==> config.mk <==
export PLATFORM = sky130hd
export DESIGN_NAME = fetch_sequencer
export DESIGN_NICKNAME = d
export VERILOG_FILES = /design/src/rtl/fetch_sequencer.sv
export SDC_FILE = /design/constraint.sdc
export NUM_CORES = 1
export LEC_CHECK = 0
export BUFFER_PORTS_ARGS = -buffer_cell sky130_fd_sc_hd__buf_2
export CORE_UTILIZATION = 50
export CTS_CLUSTER_SIZE = 12
export DETAILED_ROUTE_END_ITERATION = 10
export PLACE_DENSITY = 0.76
export SLEW_MARGIN = 20
export SYNTH_ARGS = -nofsm -noshare
export SYNTH_HDL_FRONTEND = slang
export SYNTH_SLANG_ARGS = --single-unit
==> constraint.sdc <==
create_clock -name clk -period 6.72 [get_ports clk]
set_clock_uncertainty 0.15 [all_clocks]
set_input_delay 2.016 -clock clk [delete_from_list [all_inputs] [get_ports clk]]
set_output_delay 2.016 -clock clk [all_outputs]
set_load 0.02 [all_outputs]
==> src/rtl/fetch_sequencer.sv <==
// Instruction-fetch controller: owns the PC, fetches from a 4096-word memory into a
// small in-order queue for decode. Optional counters enabled with FETCH_PERF_EN.
module fetch_sequencer #(
    parameter logic [31:0] RESET_PC = 32'h0000_0000,
    parameter int          QDEPTH   = 2
) (
    input  logic        clk,
    input  logic        reset,
    output logic [11:0] imem_addr,
    input  logic [31:0] imem_data,
    input  logic        redirect_valid,
    input  logic [31:0] redirect_pc,
    output logic        inst_valid,
    input  logic        inst_ready,
    output logic [31:0] inst_out,
    output logic [31:0] inst_pc,
    output logic        fault
`ifdef FETCH_PERF_EN
    ,
    output logic [31:0] perf_fetched,
    output logic [31:0] perf_stalls
`endif
);

    localparam int CW = $clog2(QDEPTH) + 1;

    typedef enum logic {
        RUN,
        HALT
    } state_t;

    state_t              state_reg;
    logic [31:0]         pc_reg;
    logic                fault_reg;
    logic [CW-1:0]       count_reg;
    logic [QDEPTH-1:0][31:0] q_inst_reg;
    logic [QDEPTH-1:0][31:0] q_pc_reg;
    logic [QDEPTH-1:0][31:0] q_inst_next;
    logic [QDEPTH-1:0][31:0] q_pc_next;

    logic          pc_legal;
    logic          in_run;
    logic          pop;
    logic          flush;
    logic          full;
    logic          push;
    logic [CW-1:0] wr_idx;

    assign pc_legal = (pc_reg[1:0] == 2'b00) && (pc_reg[31:14] == 18'd0);
    assign in_run   = (state_reg == RUN);
    assign pop      = inst_valid && inst_ready;
    assign flush    = in_run && redirect_valid;
    assign full     = (count_reg == CW'(QDEPTH));
    assign push     = in_run && !redirect_valid && pc_legal && (!full || pop);
    // A simultaneous pop shifts everything down, so the tail slot moves with it.
    assign wr_idx   = count_reg - CW'(pop);

    assign imem_addr  = pc_reg[13:2];
    assign inst_valid = (count_reg != '0);
    assign inst_out   = q_inst_reg[0];
    assign inst_pc    = q_pc_reg[0];
    assign fault      = fault_reg;

    // Shift-register queue: slot 0 is the head, so an emptied queue keeps showing its last entry.
    generate
        for (genvar gi = 0; gi < QDEPTH; gi++) begin : gen_entry
            logic [31:0] shift_inst;
            logic [31:0] shift_pc;
            logic        wr_here;
            logic        shift_here;

            if (gi < QDEPTH - 1) begin : g_shift
                assign shift_inst = q_inst_reg[gi+1];
                assign shift_pc   = q_pc_reg[gi+1];
            end else begin : g_last
                assign shift_inst = q_inst_reg[gi];
                assign shift_pc   = q_pc_reg[gi];
            end

            assign wr_here    = push && (wr_idx == CW'(gi));
            assign shift_here = pop && (CW'(gi + 1) < count_reg);

            assign q_inst_next[gi] = wr_here    ? imem_data  :
                                     shift_here ? shift_inst : q_inst_reg[gi];
            assign q_pc_next[gi]   = wr_here    ? pc_reg     :
                                     shift_here ? shift_pc   : q_pc_reg[gi];
        end
    endgenerate

    always_ff @(posedge clk or posedge reset) begin
        if (reset) begin
            state_reg  <= RUN;
            pc_reg     <= RESET_PC;
            fault_reg  <= 1'b0;
            count_reg  <= '0;
            q_inst_reg <= '0;
            q_pc_reg   <= '0;
        end else begin
            q_inst_reg <= q_inst_next;
            q_pc_reg   <= q_pc_next;
            if (flush) begin
                count_reg <= '0;
                pc_reg    <= redirect_pc;
            end else begin
                count_reg <= count_reg + CW'(push) - CW'(pop);
                if (push) begin
                    pc_reg <= pc_reg + 32'd4;
                end
                if (in_run && !pc_legal) begin
                    state_reg <= HALT;
                    fault_reg <= 1'b1;
                end
            end
        end
    end

`ifdef FETCH_PERF_EN
    logic stall;

    assign stall = in_run && !redirect_valid && pc_legal && full && !pop;

    always_ff @(posedge clk or posedge reset) begin
        if (reset) begin
            perf_fetched <= '0;
            perf_stalls  <= '0;
        end else begin
            if (push && (perf_fetched != 32'hFFFF_FFFF)) begin
                perf_fetched <= perf_fetched + 32'd1;
            end
            if (stall && (perf_stalls != 32'hFFFF_FFFF)) begin
                perf_stalls <= perf_stalls + 32'd1;
            end
        end
    end
`endif

endmodule
==> flow_summary.ini, run 1 <==
[outcome]
status = finished clean

[min_path]
hp-class = reg -> reg
whs_path_depth = 2

[detailed_routing]
wl_per_cell_um = 17.5
ant_nets = 0
totalWireLength_um = 16300
first_iter_violations = 310
drc = 0
drt-vias-per-instance = 5.57
vias = 5207
dr.pass1.iters = 5

[clock_network]
clk_latency_ps = 430
htree_levels = 4
cts_sinks = 163
root_buffer = clkbuf_16
clk_pin_slew_ps = 70
cts-buffers-inserted = 17
cts_setup_buffers = 0
postCtsResizedCells = 0
cts.path.max_buffers = 2
cts_tree = done
holdBufCountCts = 0

[worst_setup_path]
cp.arrival_ps = 4710
worstSetupPathType = in -> reg
reg2reg_depth = 8
path_max_fanout = 64
cp-start-kind = primary input
cp_data_required_time_ps = 6890
end_kind = flip-flop

[global_route]
grt_pass1_vias = 5246
overflow = 0
met2_usage = 0.362
grt_pass1_wl_um = 26100
grt_max_degree = 123
grtUsageMet1 = 0.294
track_usage = 0.228
antenna_found_initial = 1
busiest_layer = met2
use_met3 = 0.0637

[run]
max_cap_viol_count = 0

[timing]
max_freq_ghz = 0.220
finalCritPeriodShare = 0.676
slew_violations = 0
fin_crit_ps = 4540
hold_ws_ps = 331
hold_viol = 0
rsz0062_at_grt = false
setup_tns_ps = 0
worst_pin_slew_ps = 1020
slew_headroom = 0.318
setup_viol = 0

[yosys]
synth_area_per_cell_um2 = 11.6
synth_top_area_frac = 0.559
yosys_warnings = 0
synthFlopType = dfrtp_1
yosysMostFrequentCell = dfrtp_1
async_flop_share = 1.00
synth_edf_count = 0
synth.yosys.seq_area_share = 0.559
synth_seq_cells = 163
synth_area_mm2 = 0.00729
ys_top_cells_by_count = dfrtp_1 (163), nand2_1 (85), a21oi_1 (53)
synthXorXnorAreaFrac = 0.00360
synth_top_family_by_area = multiplexers
synth_area_leaders = dfrtp_1 (56%), mux2_4 (8.2%), mux2i_1 (4.5%)
synth_mux_area_frac = 0.169
syn_nets = 701
synth_compound_area_frac = 0.0604
synthAdderAreaFrac = 0.00686
yosys.area_share.simple = 0.156
synth_cell_types = 41
synth_area_leader_cell = dfrtp_1
syn_inst = 629

[floorplanning]
core_area_mm2 = 0.0140
fp.dieH_um = 123
die_x_um = 123
dieArea_mm2 = 0.0151
std_cell_rows = 43
ios = 146
start_util = 0.519

[placed_design]
dp.cells = 901
port_buffers = 145
dp_hpwl_um = 10400
place.gp.congestion = 0.774
postPlaceCellArea_mm2 = 0.00800

[layout]
fin_cells = 934
design_area_mm2 = 0.00862
nets = 812
drive_gt1_frac = 0.344
area_growth_pct = 18.2

[power]
p_comb_frac = 0.131
intPower_mw = 1.71
seqPwrFrac = 0.451
clkPwrFrac = 0.417
switchingPower_uw = 653
power_density_mw_per_mm2 = 274
peakVddDrop_mv = 0.216
cellLeakagePower_nw = 4.59
p_sw_frac = 0.276
## final timing paths
kind                                         from                                       to  slack (ps)
max                                    inst_ready  gen_entry[0].shift_inst[30]$_DFFE_PP0P_        2180
min                        pc_reg[24]$_DFFE_PP0P_                   pc_reg[24]$_DFFE_PP0P_         330
max reg2reg                count_reg[1]$_DFF_PP0_                 inst_out[29]$_DFFE_PP0P_        3020
min reg2reg                pc_reg[24]$_DFFE_PP0P_                   pc_reg[24]$_DFFE_PP0P_         330
max in group asynchronous                   reset    gen_entry[0].shift_pc[16]$_DFFE_PP0P_        3710
min in group asynchronous                   reset                  inst_pc[25]$_DFFE_PP0P_        1570
## per-stage QoR
stage | setup WS, ps | power [mW] | utilization
final | 2180 | 2.36 | 0.614
after global routing | 2050 | 2.47 | 0.614
after CTS | 2220 | 2.38 | 0.613
after detailed placement | 1780 | 1.39 | 0.570
after global placement | 1830 | 1.38 | 0.570
after floorplan | 149 | 1.30 | -
## layout by cell type, fill, tap and decap left out, drive strengths merged, types with 2 or more instances in the layout
master    Yosys  routed
and3          3       3
buf          25     150
clkinv        0       5
a21oi        53      53
mux2         67      67
a31oi         9       9
nor4         38      38
nor3          3       3
o211ai        3       3
clkinvlp      0       5
clkbuf       33      19
mux2i        33      33
dfrtp       163     163
o31ai         8       8
or4           9       9
and4          2       2
nand4         4       4
nand2        85      85
ha            4       4
o21ai         2       2
nor2         10      10
inv           5       5
xnor2         2       2
or3           3       3
or2           2       2
bufinv        0       3
nand3        28      28
and2         24      24
## critical path, stage by stage
cell and delay [ps]:
buf_2 240, or3b_2 540, nand4b_2 100, buf_4 430, or4b_4 880, mux2_2 410
## cells by family (layout without fill, tap and decap cells)
logic type / after synthesis / after routing
other: 0 / 1
and+or+nand+nor: 218 / 218
AOI/OAI and AO/OA: 78 / 78
buffers and inverters: 63 / 187
adders and majority gates: 4 / 4
xor gates and xnor gates: 3 / 3
muxes: 100 / 100
DFF: 163 / 163
## per-layer routing
metal,routed length (um),vias to the layer above
met2,7700,158
met3,941,28
met1,7290,2582
li1,-,2439
met5,0,-
met4,393,0
## area by class of cell
| type | count | area (um^2) |
|---|---|---|
| multi-input combinational | 403 | 2920 |
| fill | 1097 | 5430 |
| clock buffer | 19 | 443 |
| antenna | 1 | 2.50 |
| sequential | 163 | 4080 |
| inverter | 5 | 26.3 |
| tap | 180 | 225 |
| timing repair buffer | 150 | 763 |
| clock inverter | 13 | 160 |
## power by group through the flow
stage	clock network [mW]	logic (mW)	registers [mW]
after floorplan	0	0.251	1.05
after global placement	0	0.301	1.08
after detailed placement	0	0.309	1.08
after CTS	1.00	0.312	1.07
after global routing	1.05	0.343	1.07
final	0.987	0.311	1.07
Note: power is estimated with default switching activity, not from simulation.
==> run 2, diff against run 1 <==
--- a/config.mk
+++ b/config.mk
@@ -5,6 +5,7 @@
 export SDC_FILE = /design/constraint.sdc
 export NUM_CORES = 1
 export LEC_CHECK = 0
+export ABC_AREA = 1
 export BUFFER_PORTS_ARGS = -buffer_cell sky130_fd_sc_hd__buf_2
 export CORE_UTILIZATION = 50
 export CTS_CLUSTER_SIZE = 12
==> constraint.sdc (replaced) <==
create_clock -name clk -period 3.7 [get_ports clk]
set_clock_uncertainty 0.15 [all_clocks]
set_input_delay 1.11 -clock clk [delete_from_list [all_inputs] [get_ports clk]]
set_output_delay 1.11 -clock clk [all_outputs]
set_load 0.02 [all_outputs]
==> run 2 against run 1 <==
Effect of this change:
- clock power increased by 73%
- clock-buffer cell count decreased by 2
- cell count increased by 34%
- final area increased by 3.6%
- power increased by 150%
- worst setup slack got worse by 1400 ps
- routed wire length increased by 5.9%
==> flow_summary.ini, run 2 <==
[outcome]
status = finished clean

[timing]
setup_viol = 0
slew_headroom = 0.393
rsz0062_at_grt = false
finalCritPeriodShare = 0.801
slew_violations = 0
worst_pin_slew_ps = 909
max_freq_ghz = 0.337
hold_viol = 0
setup_tns_ps = 0
fin_crit_ps = 2960

[global_route]
antenna_found_initial = 1
grt_pass1_vias = 5969
grt_max_degree = 98
grt_pass1_wl_um = 29300
overflow = 0
track_usage = 0.233

[yosys]
synth_area_leaders = dfrtp_1 (53%), nand2_1 (14%), nand3_1 (9.5%)
yosys_warnings = 0
synth_cell_types = 30
synth_area_leader_cell = dfrtp_1
synth_edf_count = 0
syn_inst = 950
synthFlopType = dfrtp_1
synth.yosys.seq_area_share = 0.533
synth_area_mm2 = 0.00765
synth_top_area_frac = 0.533
async_flop_share = 1.00
ys_top_cells_by_count = nand2_1 (285), dfrtp_1 (163), nand3_1 (145)
synth_seq_cells = 163
synth_area_per_cell_um2 = 8.06
yosysMostFrequentCell = nand2_1
syn_nets = 1022

[placed_design]
port_buffers = 145
place.gp.congestion = 0.859
dp_hpwl_um = 11000

[clock_network]
root_buffer = clkbuf_16
htree_levels = 4
clk_latency_ps = 430
cts-buffers-inserted = 17
postCtsResizedCells = 0
clk_pin_slew_ps = 60
cts_tree = done
holdBufCountCts = 0
cts_sinks = 163
cts_setup_buffers = 0
cts.path.max_buffers = 2

[layout]
postLayoutCoreUtil = 0.605
multiInputGateArea_mm2 = 0.00281
drive_gt1_frac = 0.194
layout_commonest_cell = nand2_1
layout_common_cells = nand2_1 (284), dfrtp_1 (163), buf_2 (145)
nets = 1127
area_growth_pct = 16.6
nFillCells = 1330
ff_latch_area_mm2 = 0.00408

[min_path]
whs_path_depth = 2
hp-class = reg -> reg

[floorplanning]
start_util = 0.519
die_x_um = 126
core_area_mm2 = 0.0148
std_cell_rows = 44
ios = 146
fp.dieH_um = 126
dieArea_mm2 = 0.0158

[worst_setup_path]
cp-start-kind = primary input
cp.arrival_ps = 3120
cpMaxStageDelayCell = nand3_4
reg2reg_depth = 9
cp_data_required_time_ps = 3850
end_kind = flip-flop
path_max_fanout = 45
worstSetupPathType = in -> reg
max_stage_delay_ps = 520
worstPathCellList = buf_2 -> inv_1 -> a21oi_1 -> ha_2 -> xor2_1 -> inv_2 -> buf_4 -> nand3_4 -> nand2_1 -> nand3_1

[power]
peakVddDrop_mv = 0.342
power_density_mw_per_mm2 = 655
cellLeakagePower_nw = 4.77

[detailed_routing]
wl_per_cell_um = 13.8
totalWireLength_um = 17300
first_iter_violations = 444
drc = 0
drt-vias-per-instance = 5.09
ant_nets = 0
vias = 6379
dr.pass1.iters = 5

[run]
max_cap_viol_count = 0
run 2: changes by cell type after synthesis, sizes merged, moves of 29 or more:
| cell | delta |
|---|---|
| a21oi | -52 |
| inv | +97 |
| mux2 | -67 |
| mux2i | -29 |
| nor4 | -38 |
| nor2 | +77 |
| nand2 | +200 |
| nand3 | +120 |
| nand4 | +43 |
run 2: cells by family (layout without fill, tap and decap cells):
group	Yosys count	count (layout)	synth area share
fa+ha+maj	4	4	0.00654
mux	4	4	0.00523
other cells	0	1	0
simple gates	572	572	0.326
xor+xnor	4	4	0.00458
buf+inv	174	292	0.104
flops	163	163	0.533
compound gates	29	29	0.0214
run 2: area by class of cell:
class / instances / share of cell area
inverter: 103 / 0.0437
clock inverter: 15 / 0.0170
multi-input combinational: 613 / 0.315
clock buffer: 17 / 0.0477
timing repair buffer: 157 / 0.0942
tap: 184 / 0.0258
sequential: 163 / 0.457
antenna: 1 / 0.000280
run 2: power breakdown:
part	internal [mW]	switching [mW]	total (mW)
Combinational	0.524	1.25	1.77
Sequential	2.13	0.233	2.37
Clock	0.945	0.768	1.71
Total	3.60	2.25	5.85
run 2: per-layer routing:
metal | vias up | part of all wire | global-route usage
met1 | 2968 | 0.45 | 0.304
met3 | 18 | 0.049 | 0.0514
met4 | 0 | 0.015 | 0.0737
li1 | 3209 | - | -
met2 | 184 | 0.49 | 0.390
met5 | - | 0 | 0
run 2: path summary, 6_finish.rpt:
check,from,to,slack [ps]
worst max-delay path,inst_ready,inst_pc[12]$_DFFE_PP0P_,740
worst min-delay path,pc_reg[19]$_DFFE_PP0P_,pc_reg[19]$_DFFE_PP0P_,320
worst max register to register,count_reg[1]$_DFF_PP0_,inst_pc[12]$_DFFE_PP0P_,1020
worst min register to register,pc_reg[19]$_DFFE_PP0P_,pc_reg[19]$_DFFE_PP0P_,320
max in group asynchronous,reset,gen_entry[0].shift_inst[26]$_DFFE_PP0P_,2030
min in group asynchronous,reset,inst_out[14]$_DFFE_PP0P_,670
run 2: stage by stage:
step	setup slack (ps)	cells	cell area, um^2	hold WS [ps]	power [mW]
after floorplan	369	950	7660	284	3.58
after global placement	396	1220	8350	296	4.11
after CTS	765	1252	8920	325	5.87
after detailed placement	310	1220	8350	309	4.16
final	736	1253	8930	324	5.85
after global routing	568	1252	8920	345	6.16
run 2: critical path: cells and delay by family:
kind	cells	cell delay, ps
simple gates	3	820
buf+inv	4	690
xor+xnor	1	80
compound gates	1	180
fa+ha+maj	1	210
==> run 3, diff against run 2 <==
==> constraint.sdc (replaced) <==
create_clock -name clk -period 2.42 [get_ports clk]
set_clock_uncertainty 0.15 [all_clocks]
set_input_delay 0.726 -clock clk [delete_from_list [all_inputs] [get_ports clk]]
set_output_delay 0.726 -clock clk [all_outputs]
set_load 0.02 [all_outputs]
==> run 3 against run 2 <==
Effect of this change:
- clock-buffer cell count up 2
- combinational power up 59%
- power up 61%
- sequential cell count unchanged
- worst setup slack worse by 460 ps
==> flow_summary.ini, run 3 (synthesis results as in run 2) <==
[worst_setup_path]
rrSetupSlack_ps = 270
end_kind = flip-flop
cp-start-kind = flip-flop
cp_data_required_time_ps = 2640
reg2reg_to = gen_entry[0].shift_inst[22]$_DFFE_PP0P_
cp.arrival_ps = 2370
worstSetupPathType = reg -> reg
reg2reg_depth = 10
path_max_fanout = 48
r2r-start = pc_reg[0]$_DFFE_PP0P_

[global_route]
antenna_found_initial = 0
overflow = 0
grt_pass1_wl_um = 30000
grt_pass1_vias = 6097
grtUsageMet1 = 0.321
busiest_layer = met2
met2_usage = 0.387
track_usage = 0.239
use_met3 = 0.0395
grt_max_degree = 70

[clock_network]
cts_setup_buffers = 0
postCtsResizedCells = 0
holdBufCountCts = 0
cts_sinks = 163
root_buffer = clkbuf_16
cts.path.max_buffers = 2
htree_levels = 4
clk_latency_ps = 430
clk_pin_slew_ps = 60
cts-buffers-inserted = 17
cts_tree = done

[min_path]
hp-class = in -> async

[timing]
rsz0062_at_grt = false
finalCritPeriodShare = 0.888
worst_pin_slew_ps = 610
setup_viol = 0
slew_headroom = 0.593
hold_ws_ps = 146
fin_crit_ps = 2150
max_freq_ghz = 0.466
setup_tns_ps = 0
hold_viol = 0
slew_violations = 0

[placed_design]
postPlaceCellArea_mm2 = 0.00858
place.gp.congestion = 0.821
dp_hpwl_um = 11700
port_buffers = 145

[layout]
multiInputGateArea_mm2 = 0.00281
nFillCells = 1290
nets = 1143
drive_gt1_frac = 0.204
design_area_mm2 = 0.00924
layout_common_cells = nand2_1 (284), dfrtp_1 (163), buf_2 (145)
ff_latch_area_mm2 = 0.00408
postLayoutCoreUtil = 0.626
insertedDiodeCount = 0
layout_commonest_cell = nand2_1
area_growth_pct = 20.6

[floorplanning]
die_x_um = 126
core_area_mm2 = 0.0148
std_cell_rows = 44
dieArea_mm2 = 0.0158
start_util = 0.519
ios = 146
fp.dieH_um = 126

[detailed_routing]
drt-vias-per-instance = 5.11
vias = 6474
drc = 0
first_iter_violations = 422
totalWireLength_um = 17500
ant_nets = 0
dr.pass1.iters = 5
wl_per_cell_um = 13.9

[power]
peakVddDrop_mv = 0.512
p_total_mw = 9.39
cellLeakagePower_nw = 4.94
power_density_mw_per_mm2 = 1020

[run]
max_cap_viol_count = 0

[outcome]
status = finished clean
-- run 3: worst max-delay path by stage --
| stage | from | endpoint | slack, ps | cells after the start |
|---|---|---|---|---|
| floorplan | reset | count_reg[0]$_DFF_PP0_ | -530 | 1 |
| CTS | pc_reg[24]$_DFFE_PP0P_ | gen_entry[0].shift_inst[22]$_DFFE_PP0P_ | 250 | 11 |
| global route | pc_reg[22]$_DFFE_PP0P_ | gen_entry[0].shift_inst[13]$_DFFE_PP0P_ | 80 | 11 |
| finish | pc_reg[0]$_DFFE_PP0P_ | gen_entry[0].shift_inst[22]$_DFFE_PP0P_ | 270 | 10 |
| detailed placement | inst_ready | gen_entry[0].shift_inst[10]$_DFFE_PP0P_ | -30 | 11 |
| global placement | inst_ready | inst_out[23]$_DFFE_PP0P_ | 60 | 9 |
-- run 3: report_power, final --
part	internal, mW	switching, mW	total [mW]
Combinational	0.878	1.94	2.82
Clock	1.88	1.09	2.98
Sequential	3.26	0.326	3.59
Total	6.03	3.36	9.39
-- run 3: per-stage QoR --
step,setup slack (ps),instances
global placement,57.0,1236
finish,272,1267
detailed placement,-25.7,1236
global route,83.2,1267
CTS,253,1267
floorplan,-527,950
-- run 3: per-layer routing --
metal,wire (um),part of all wire
met3,822,0.047
met4,388,0.022
met2,8380,0.48
met5,0,0
met1,7960,0.45
-- run 3: final cells by class --
class / count / share of cell area
multi-input cells: 613 / 0.304
inverters: 103 / 0.0423
well taps: 184 / 0.0249
repair buffers: 173 / 0.116
clock buffers: 19 / 0.0490
flip-flops and latches: 163 / 0.442
clock inverters: 12 / 0.0221
-- run 3: worst max-delay path: stages (launching register included) --
cell and delay (ps):
dfrtp_1 370, or2_1 240, nor2_2 150, nand3_2 120
nor2_4 130, buf_12 260, nand3_2 180, inv_2 120
buf_12 200, nand2_1 80, nand2_1 60
